**config.mk**
```make
export PLATFORM = sky130hd
export DESIGN_NAME = bcd_to_binary_flat
export DESIGN_NICKNAME = d
export VERILOG_FILES = /design/src/rtl/bcd_to_binary_if.sv /design/src/rtl/bcd_to_binary.sv /design/src/flat_wrapper.sv
export SDC_FILE = /design/constraint.sdc
export NUM_CORES = 1
export LEC_CHECK = 0
export ABC_AREA = 0
export BUFFER_PORTS_ARGS = -buffer_cell sky130_fd_sc_hd__buf_4
export CAP_MARGIN = 20
export CORE_UTILIZATION = 51
export CTS_CLUSTER_DIAMETER = 80
export DETAILED_ROUTE_END_ITERATION = 10
export GPL_TIMING_DRIVEN = 1
export PLACE_DENSITY = 0.79
export SYNTH_ARGS = -nofsm -noshare
export SYNTH_HDL_FRONTEND = slang
export SYNTH_SLANG_ARGS = --single-unit
```
**constraint.sdc**
```tcl
create_clock -name clk -period 1.3 [get_ports clk]
set_input_delay 0.13 -clock clk [delete_from_list [all_inputs] [get_ports clk]]
set_output_delay 0.13 -clock clk [all_outputs]
set_load 0.005 [all_outputs]
```
**src/rtl/bcd_to_binary_if.sv**
```systemverilog
// Request/result bundle for the 3-digit BCD to binary converter.
// The master drives the start strobe and BCD digits; the slave returns status and result.
interface bcd_to_binary_if;
    logic       start;
    logic [3:0] hundreds;
    logic [3:0] tens;
    logic [3:0] ones;
    logic       busy;
    logic       done;
    logic [9:0] binary;
    logic       ovf8;
    logic       err;

    modport master (
        output start, hundreds, tens, ones,
        input  busy, done, binary, ovf8, err
    );

    modport slave (
        input  start, hundreds, tens, ones,
        output busy, done, binary, ovf8, err
    );
endinterface

```
**src/rtl/bcd_to_binary.sv**
```systemverilog
// Sequential 3-digit BCD to 10-bit binary converter using reverse double-dabble.
// Define BCD2BIN_DIGIT_CHECK_EN to flag digits above 9 (err) instead of converting them.
module bcd_to_binary (
    input  logic             clk,
    input  logic             rst_n,
    bcd_to_binary_if.slave   bus
);

    typedef enum logic [1:0] {IDLE, CONV, DONE} state_t;

    state_t      state_q;
    logic [11:0] bcd_q;
    logic [9:0]  result_q;
    logic [3:0]  cnt_q;
    logic        busy_q;
    logic        done_q;
    logic [9:0]  binary_q;
    logic        ovf8_q;

    logic [11:0] bcd_d;
    logic [9:0]  result_d;
    logic [11:0] bcd_shifted;

`ifdef BCD2BIN_DIGIT_CHECK_EN
    logic        bad_q;
    logic        err_q;
    logic        digit_bad;
`endif

    // Undo the x2 weighting a BCD nibble picks up when it receives a bit from its upper neighbour.
    function automatic logic [3:0] dabble(input logic [3:0] n);
        return (n >= 4'd8) ? (n - 4'd3) : n;
    endfunction

    always_comb begin
        bcd_shifted = {1'b0, bcd_q[11:1]};
        result_d    = {bcd_q[0], result_q[9:1]};
        bcd_d       = {dabble(bcd_shifted[11:8]),
                       dabble(bcd_shifted[7:4]),
                       dabble(bcd_shifted[3:0])};
    end

`ifdef BCD2BIN_DIGIT_CHECK_EN
    assign digit_bad = (bus.hundreds > 4'd9) || (bus.tens > 4'd9) || (bus.ones > 4'd9);
`endif

    // Outputs are registered from the current state, so done and the result
    // appear in the cycle after the FSM sits in DONE.
    always_ff @(posedge clk or negedge rst_n) begin
        if (!rst_n) begin
            state_q  <= IDLE;
            bcd_q    <= '0;
            result_q <= '0;
            cnt_q    <= '0;
            busy_q   <= 1'b0;
            done_q   <= 1'b0;
            binary_q <= '0;
            ovf8_q   <= 1'b0;
`ifdef BCD2BIN_DIGIT_CHECK_EN
            bad_q    <= 1'b0;
            err_q    <= 1'b0;
`endif
        end else begin
            done_q <= 1'b0;
            case (state_q)
                IDLE: begin
                    busy_q <= bus.start;
                    if (bus.start) begin
                        bcd_q    <= {bus.hundreds, bus.tens, bus.ones};
                        result_q <= '0;
                        cnt_q    <= 4'd9;
`ifdef BCD2BIN_DIGIT_CHECK_EN
                        bad_q    <= digit_bad;
                        state_q  <= digit_bad ? DONE : CONV;
`else
                        state_q  <= CONV;
`endif
                    end
                end
                CONV: begin
                    bcd_q    <= bcd_d;
                    result_q <= result_d;
                    if (cnt_q == 4'd0) begin
                        state_q <= DONE;
                    end else begin
                        cnt_q <= cnt_q - 4'd1;
                    end
                end
                DONE: begin
                    done_q  <= 1'b1;
                    state_q <= IDLE;
`ifdef BCD2BIN_DIGIT_CHECK_EN
                    if (bad_q) begin
                        binary_q <= '0;
                        ovf8_q   <= 1'b0;
                        err_q    <= 1'b1;
                    end else begin
                        binary_q <= result_q;
                        ovf8_q   <= (result_q > 10'd255);
                        err_q    <= 1'b0;
                    end
`else
                    binary_q <= result_q;
                    ovf8_q   <= (result_q > 10'd255);
`endif
                end
                default: state_q <= IDLE;
            endcase
        end
    end

    assign bus.busy   = busy_q;
    assign bus.done   = done_q;
    assign bus.binary = binary_q;
    assign bus.ovf8   = ovf8_q;
`ifdef BCD2BIN_DIGIT_CHECK_EN
    assign bus.err    = err_q;
`else
    assign bus.err    = 1'b0;
`endif

endmodule

```
**src/flat_wrapper.sv**
```systemverilog
// flat-port wrapper written by rule: the top's interface ports become plain ports
module bcd_to_binary_flat 
  (clk, rst_n, bus_start, bus_hundreds, bus_tens, bus_ones, bus_busy, bus_done, bus_binary, bus_ovf8, bus_err);
  bcd_to_binary_if bus_i ();
  input  logic clk;
  input  logic rst_n;
  input wire logic [$bits(bus_i.start)-1:0] bus_start;
  input wire logic [$bits(bus_i.hundreds)-1:0] bus_hundreds;
  input wire logic [$bits(bus_i.tens)-1:0] bus_tens;
  input wire logic [$bits(bus_i.ones)-1:0] bus_ones;
  output wire logic [$bits(bus_i.busy)-1:0] bus_busy;
  output wire logic [$bits(bus_i.done)-1:0] bus_done;
  output wire logic [$bits(bus_i.binary)-1:0] bus_binary;
  output wire logic [$bits(bus_i.ovf8)-1:0] bus_ovf8;
  output wire logic [$bits(bus_i.err)-1:0] bus_err;
  assign bus_i.start = bus_start;
  assign bus_i.hundreds = bus_hundreds;
  assign bus_i.tens = bus_tens;
  assign bus_i.ones = bus_ones;
  assign bus_busy = bus_i.busy;
  assign bus_done = bus_i.done;
  assign bus_binary = bus_i.binary;
  assign bus_ovf8 = bus_i.ovf8;
  assign bus_err = bus_i.err;
  bcd_to_binary u_core (.clk(clk), .rst_n(rst_n), .bus(bus_i));
endmodule
```
==> results of run 1 <==
==> flip-flops by register name (all words and copies together), names as in the netlist <==
name,count
u_core.bcd_q,12
u_core.cnt_q,4
u_core.result_q,10
u_core.bus.busy,1
u_core.bus.ovf8,1
u_core.bus.done,1
u_core.bus.binary,10
u_core.state_q,2
==> power breakdown <==
group | internal [uW] | total [uW] | switching (uW)
registers | 1820 | 2310 | 492
clock network | 371 | 826 | 456
logic | 1600 | 2880 | 1270
==> placed cells by master, fill, tap and decap left out, types with 3 or more instances in the layout <==
master,synthesis,final
clkbuf_8,0,5
inv_1,10,8
nor2b_1,4,3
a21oi_1,11,10
ha_1,6,5
mux2_2,5,4
o22ai_1,14,12
buf_4,3,44
mux2_4,7,8
a22o_1,10,10
nor2_1,6,6
nand2_1,4,4
nand3_1,5,5
dfrtp_1,41,39
o21ai_0,4,4
==> cell families (layout without fill, tap and decap cells) <==
logic type | count (synthesis) | in the layout
AO/OA/AOI/OAI | 50 | 50
multiplexers | 13 | 13
buffers and inverters | 21 | 65
AND/OR/NAND/NOR | 33 | 33
adder cells (fa/ha/maj) | 6 | 6
other | 1 | 1
flip-flops | 41 | 41
XOR/XNOR | 4 | 4
==> worst paths after layout <==
path	start	endpoint	slack [ps]	depth (start not counted)
worst max register to register	u_core.cnt_q[1]	u_core.cnt_q[0]	-60	5
max in group asynchronous	rst_n	u_core.state_q[0]	590	2
worst min-delay path	bus_tens[2]	u_core.bcd_q[6]	90	3
worst max-delay path	u_core.cnt_q[1]	u_core.cnt_q[0]	-60	5
worst min register to register	u_core.bus.busy	u_core.bus.busy	490	1
min in group asynchronous	rst_n	u_core.bus.ovf8	340	2
==> metal layers <==
metal | wire length (um) | track usage, % | vias to the layer above | share of wire, %
li1 | - | - | 697 | -
met1 | 1835 | 26.43 | 716 | 44
met4 | 90 | 12.22 | 0 | 2.2
met2 | 2087 | 34.87 | 33 | 50
met5 | 0 | 0 | - | 0
met3 | 135 | 5.282 | 7 | 3.3
==> synth_stat cells (all sizes together) <==
library cell	count
or3b	1
nor2	8
a21oi	11
o21bai	1
nor3	2
buf	11
nor2b	4
nand3	5
a32oi	1
nand3b	1
conb	1
a22o	10
ha	6
nor3b	2
nand2b	4
a2bb2oi	2
mux2	13
o311ai	1
nand4	1
o221ai	1
inv	10
o22ai	14
nor4	1
o211ai	1
o22a	2
a31oi	1
a211oi	1
dfrtp	41
nand2	4
xor2	2
o21ai	4
xnor2	2
==> cell type report <==
cell class                 instances  area share [%]
timing repair buffer              47           14.58
multi-input combinational        107           36.70
sequential                        41           41.33
clock buffer                       5           2.765
clock inverter                     3          0.7039
inverter                          10           1.508
tap                               48           2.413
==> metrics by stage <==
step                power, uW  cells  TNS (ps)  area (um2)
floorplan                3942    169   -0.5604        2016
global placement         4612    247         0        2296
detailed placement       4795    247    -98.83        2296
CTS                      5675    258    -23.90        2407
global route             6432    261    -285.0        2489
finish                   6017    261    -82.44        2489
==> worst max-delay path: stages (launching register included) <==
cell	delay, ps
dfrtp_1	420
inv_2	100
ha_4	150
or3b_4	400
nor3_2	110
a211oi_1	60
==> what timing repair did <==
item / CTS / global route
resized for setup: 1 / 14
buffers inserted: 2 / 3
endpoints found under the setup margin: 5 / 23
gates cloned: 0 / 0
pin swaps: 1 / 3
hold buffers: 1 / 0
hold endpoints to repair: 41 / 0
==> impl_metrics.tcl, run 1 <==
set metrics [dict create \
    status "finished with violations" \
    violations "setup timing" \
    gp_congestion 0.8218 \
    clk_latency_ps 300 \
    synth_compound_area_share_pct 17.57 \
    max_freq_mhz 737.0 \
    dp_hpwl_um 2734 \
    slew-limit-headroom_pct 66.13 \
    skew_ps 8.949 \
    ctsRootBufferMaster "clkbuf_8" \
    antenna_found_initial 0 \
    final_util_pct 66.97 \
    vias_per_cell 5.567 \
    crit_path_end_kind "flip-flop" \
    hold_viol 0 \
    yosys_warnings 0 \
    yosys.area_share.adder_pct 3.752 \
    yosys.area.top_type "dfrtp_1" \
    drv_cap 0 \
    post-route-period-util_pct 104.4 \
    syn_avg_cell_area_um2 11.84 \
    die_y_um 64.63 \
    synthXorXnorAreaFrac_pct 1.751 \
    path_class "flip-flop to flip-flop" \
    vias 1453 \
    rsz0062_at_grt "yes" \
    synthCells 169 \
    seq_area_um2 1028 \
    power_leakage_uw 0.001217 \
    ioPinCount 29 \
    dr.pass1.iters 4 \
    synth_top_area_share_pct 51.28 \
    postRouteAntennaNets 0 \
    grt_use_total_pct 21.64 \
    first_iter_violations 80 \
    post-place-ws_ps -48.62 \
    core_area_um2 3716 \
    initial_utilization_pct 53.84 \
    layout-drive-gt1-share_pct 39.91 \
    min_period_ps 1357 \
    maxSlewViolCount 0 \
    critPathLaunchType "flip-flop" \
    final_net_count 233 \
    fin_ws_ps -56.83 \
    grt_overflow 0 \
    nFillCells 273 \
    synth_mux_area_share_pct 8.630 \
    die-area_um2 4177 \
    synth_area_um2 2001 \
    worst_pin_slew_ps 508.0 \
    synth_top_family_by_area "compound AO/OA/AOI/OAI gates" \
    cts_sinks 41 \
    wl_per_cell_um 15.89 \
    synth_area_leaders "dfrtp_1 (51%), mux2_4 (5.3%), a22o_1 (4.4%)" \
    grt_max_degree 42 \
    htree_levels 2 \
    grt_pass1_vias 1456 \
    drc 0 \
    diodes 0 \
    multi_input_area_um2 913.4 \
    drt_wl_total_um 4148 \
    cts_tree "built" \
    ys_seq_area_share_pct 51.28 \
    grt_pass1_wl_um 6803 \
    area_growth_pct 24.39 \
    min_path_type "input port to flip-flop" \
    setup_viol_count_final 2 \
    worst-path-max-fanout 3 \
    ys_seq_elements 41 \
    portBuffers 27 \
    syn_nets 190 \
    yosys.area_share.simple_pct 10.57 \
    vdd_ir_drop_max_v 0.001324 \
    holdWs_ps 94.31 \
    p_per_area_nw_per_um2 2418 \
    worst-endpoint-required_ps 1470 \
    synth_cell_types 40 \
    cp.arrival_ps 1530 \
    rows 22 \
    die_w_um 64.63 \
    clk_path_buf_depth 2 \
    numCtsBuffers 5 \
    clkTransAtPathRegs_ps 80 \
]
(Power assumes the default switching activity.)
==> run 2, diff against run 1 <==
--- a/config.mk
+++ b/config.mk
@@ -8,11 +8,11 @@
 export ABC_AREA = 0
 export BUFFER_PORTS_ARGS = -buffer_cell sky130_fd_sc_hd__buf_4
 export CAP_MARGIN = 20
-export CORE_UTILIZATION = 51
+export CORE_UTILIZATION = 30
 export CTS_CLUSTER_DIAMETER = 80
 export DETAILED_ROUTE_END_ITERATION = 10
 export GPL_TIMING_DRIVEN = 1
-export PLACE_DENSITY = 0.79
+export PLACE_DENSITY = 0.53
 export SYNTH_ARGS = -nofsm -noshare
 export SYNTH_HDL_FRONTEND = slang
 export SYNTH_SLANG_ARGS = --single-unit
==> run 2 against run 1 <==
Effect of this change:
- the run now ends clean
- hold slack better by 14 ps
- first-iteration DRC count is 59% lower
- sequential share of layout area is 0.66 points lower
- die area is 68% higher
- largest power group unchanged
==> impl_metrics.tcl, run 2 (synthesized netlist as in run 1, its figures left out) <==
set metrics [dict create \
    p_per_area_nw_per_um2 2320 \
    ioPinCount 29 \
    core_area_um2 6386 \
    grt.met3_usage_pct 3.165 \
    critPathMaxStageDelay_ps 400 \
    die_y_um 83.67 \
    die_w_um 83.67 \
    status "completed" \
    first_iter_violations 33 \
    drc 0 \
    max_freq_mhz 770.0 \
    worst-endpoint-required_ps 1470 \
    cp_slowest_cell "dfrtp_1" \
    top_usage_layer "met2" \
    gr-usage-met1_pct 17.61 \
    hold_viol 0 \
    fin_tns_setup_ps 0 \
    regMostFlops "u_core.bcd_q" \
    dr.pass1.iters 4 \
    layout-drive-gt1-share_pct 38.60 \
    portBuffers 27 \
    multi_input_area_um2 890.9 \
    grt_use_total_pct 12.21 \
    clkTransAtPathRegs_ps 80 \
    placed_cells 280 \
    min_path_type "input port to flip-flop" \
    maxSlewViolCount 0 \
    largest_register_ffs 12 \
    postRouteAntennaNets 0 \
    drt_wl_total_um 4068 \
    dp_hpwl_um 2757 \
    power_leakage_uw 0.001229 \
    slew-limit-headroom_pct 63.97 \
    worst_pin_slew_ps 540.5 \
    gp_congestion 0.8587 \
    ctsRootBufferMaster "clkbuf_8" \
    critPathLaunchType "flip-flop" \
    grt_overflow 0 \
    grt_max_degree 42 \
    cp.arrival_ps 1470 \
    setup_viol_count_final 0 \
    vdd_ir_drop_max_v 0.0009300 \
    layout_common_cells "buf_4 (46), dfrtp_1 (40), o22ai_1 (13), a21oi_1 (11), a22o_1 (10)" \
    drv_cap 0 \
    holdWs_ps 108.5 \
    vias_per_cell 4.788 \
    grt_pass1_vias 1382 \
    seq_area_um2 1027 \
    wl_per_cell_um 13.93 \
    worst-path-max-fanout 3 \
    numCtsBuffers 5 \
    area_growth_pct 26.27 \
    cts_sinks 41 \
    initial_utilization_pct 31.33 \
    min_period_ps 1299 \
    path_class "flip-flop to flip-flop" \
    final_net_count 235 \
    rsz0062_at_grt "yes" \
    skew_ps 5.012 \
    crit_path_end_kind "flip-flop" \
    post-route-period-util_pct 99.90 \
    use_met2_pct 18.11 \
    nFillCells 644 \
    vias 1398 \
    grt_pass1_wl_um 6837 \
    worstPathCellList "inv_2, ha_4, or3b_4, nor3_2, a211oi_1" \
    diodes 0 \
    final_common_cell "buf_4" \
    final_cells 292 \
    clk_path_buf_depth 2 \
    die-area_um2 7000 \
    htree_levels 2 \
    rows 29 \
    antenna_found_initial 0 \
    cts_tree "built" \
    clk_latency_ps 290 \
]
[run 2: per-layer routing]
metal	wire length, um	vias to the layer above
li1	-	700
met1	2168	666
met2	1726	30
met3	151	2
met4	22	0
met5	0	-
[run 2: metrics by stage]
stage / area (um2) / utilization [%] / setup WS (ps) / power, uW
after floorplan: 2016 / - / -0.5604 / 3942
after global placement: 2362 / 36.99 / 14.57 / 4813
after detailed placement: 2362 / 36.99 / 9.888 / 4830
after CTS: 2476 / 38.77 / -8.965 / 5764
after global routing: 2526 / 39.56 / -57.11 / 6337
final: 2526 / 39.56 / 1.357 / 5860
[run 2: worst paths after layout]
| kind | endpoint | slack, ps | depth (start not counted) | startpoint |
|---|---|---|---|---|
| setup / recovery | u_core.cnt_q[0] | 1 | 5 | u_core.cnt_q[0] |
| hold / removal | u_core.bcd_q[2] | 110 | 3 | bus_ones[2] |
| setup reg to reg | u_core.cnt_q[0] | 1 | 5 | u_core.cnt_q[0] |
| hold reg to reg | u_core.bus.ovf8 | 480 | 2 | u_core.bus.ovf8 |
| max in group asynchronous | u_core.state_q[1] | 530 | 2 | rst_n |
| min in group asynchronous | u_core.bcd_q[0] | 370 | 2 | rst_n |
[run 2: power breakdown]
| group | total (uW) | switching [uW] | leakage [uW] | internal [uW] |
|---|---|---|---|---|
| Combinational | 2700 | 1140 | 0.000659 | 1560 |
| Sequential | 2290 | 473 | 0.000519 | 1820 |
| Clock | 867 | 436 | 0.0000512 | 430 |
[run 2: critical path: cells and delay by family, from the launching register on]
family                   cells  cell delay (ps)
AND/OR/NAND/NOR              2              500
flip-flops                   1              400
adder cells (fa/ha/maj)      1              140
buffers and inverters        1               90
AO/OA/AOI/OAI                1               60
[run 2: area by class of cell]
cell class                 instances  area share (%)
multi-input combinational        107           35.27
clock buffer                       6           3.269
inverter                          10           1.486
sequential                        41           40.66
timing repair buffer              49           14.96
clock inverter                     2          0.5448
tap                               77           3.814
[run 2: repair_timing]
action	4_1_cts	5_1_grt
endpoints found under the hold margin	41	0
setup endpoints to repair	1	21
pin swaps	0	4
gates resized for setup	1	10
hold buffers	1	0
buffers inserted	1	2
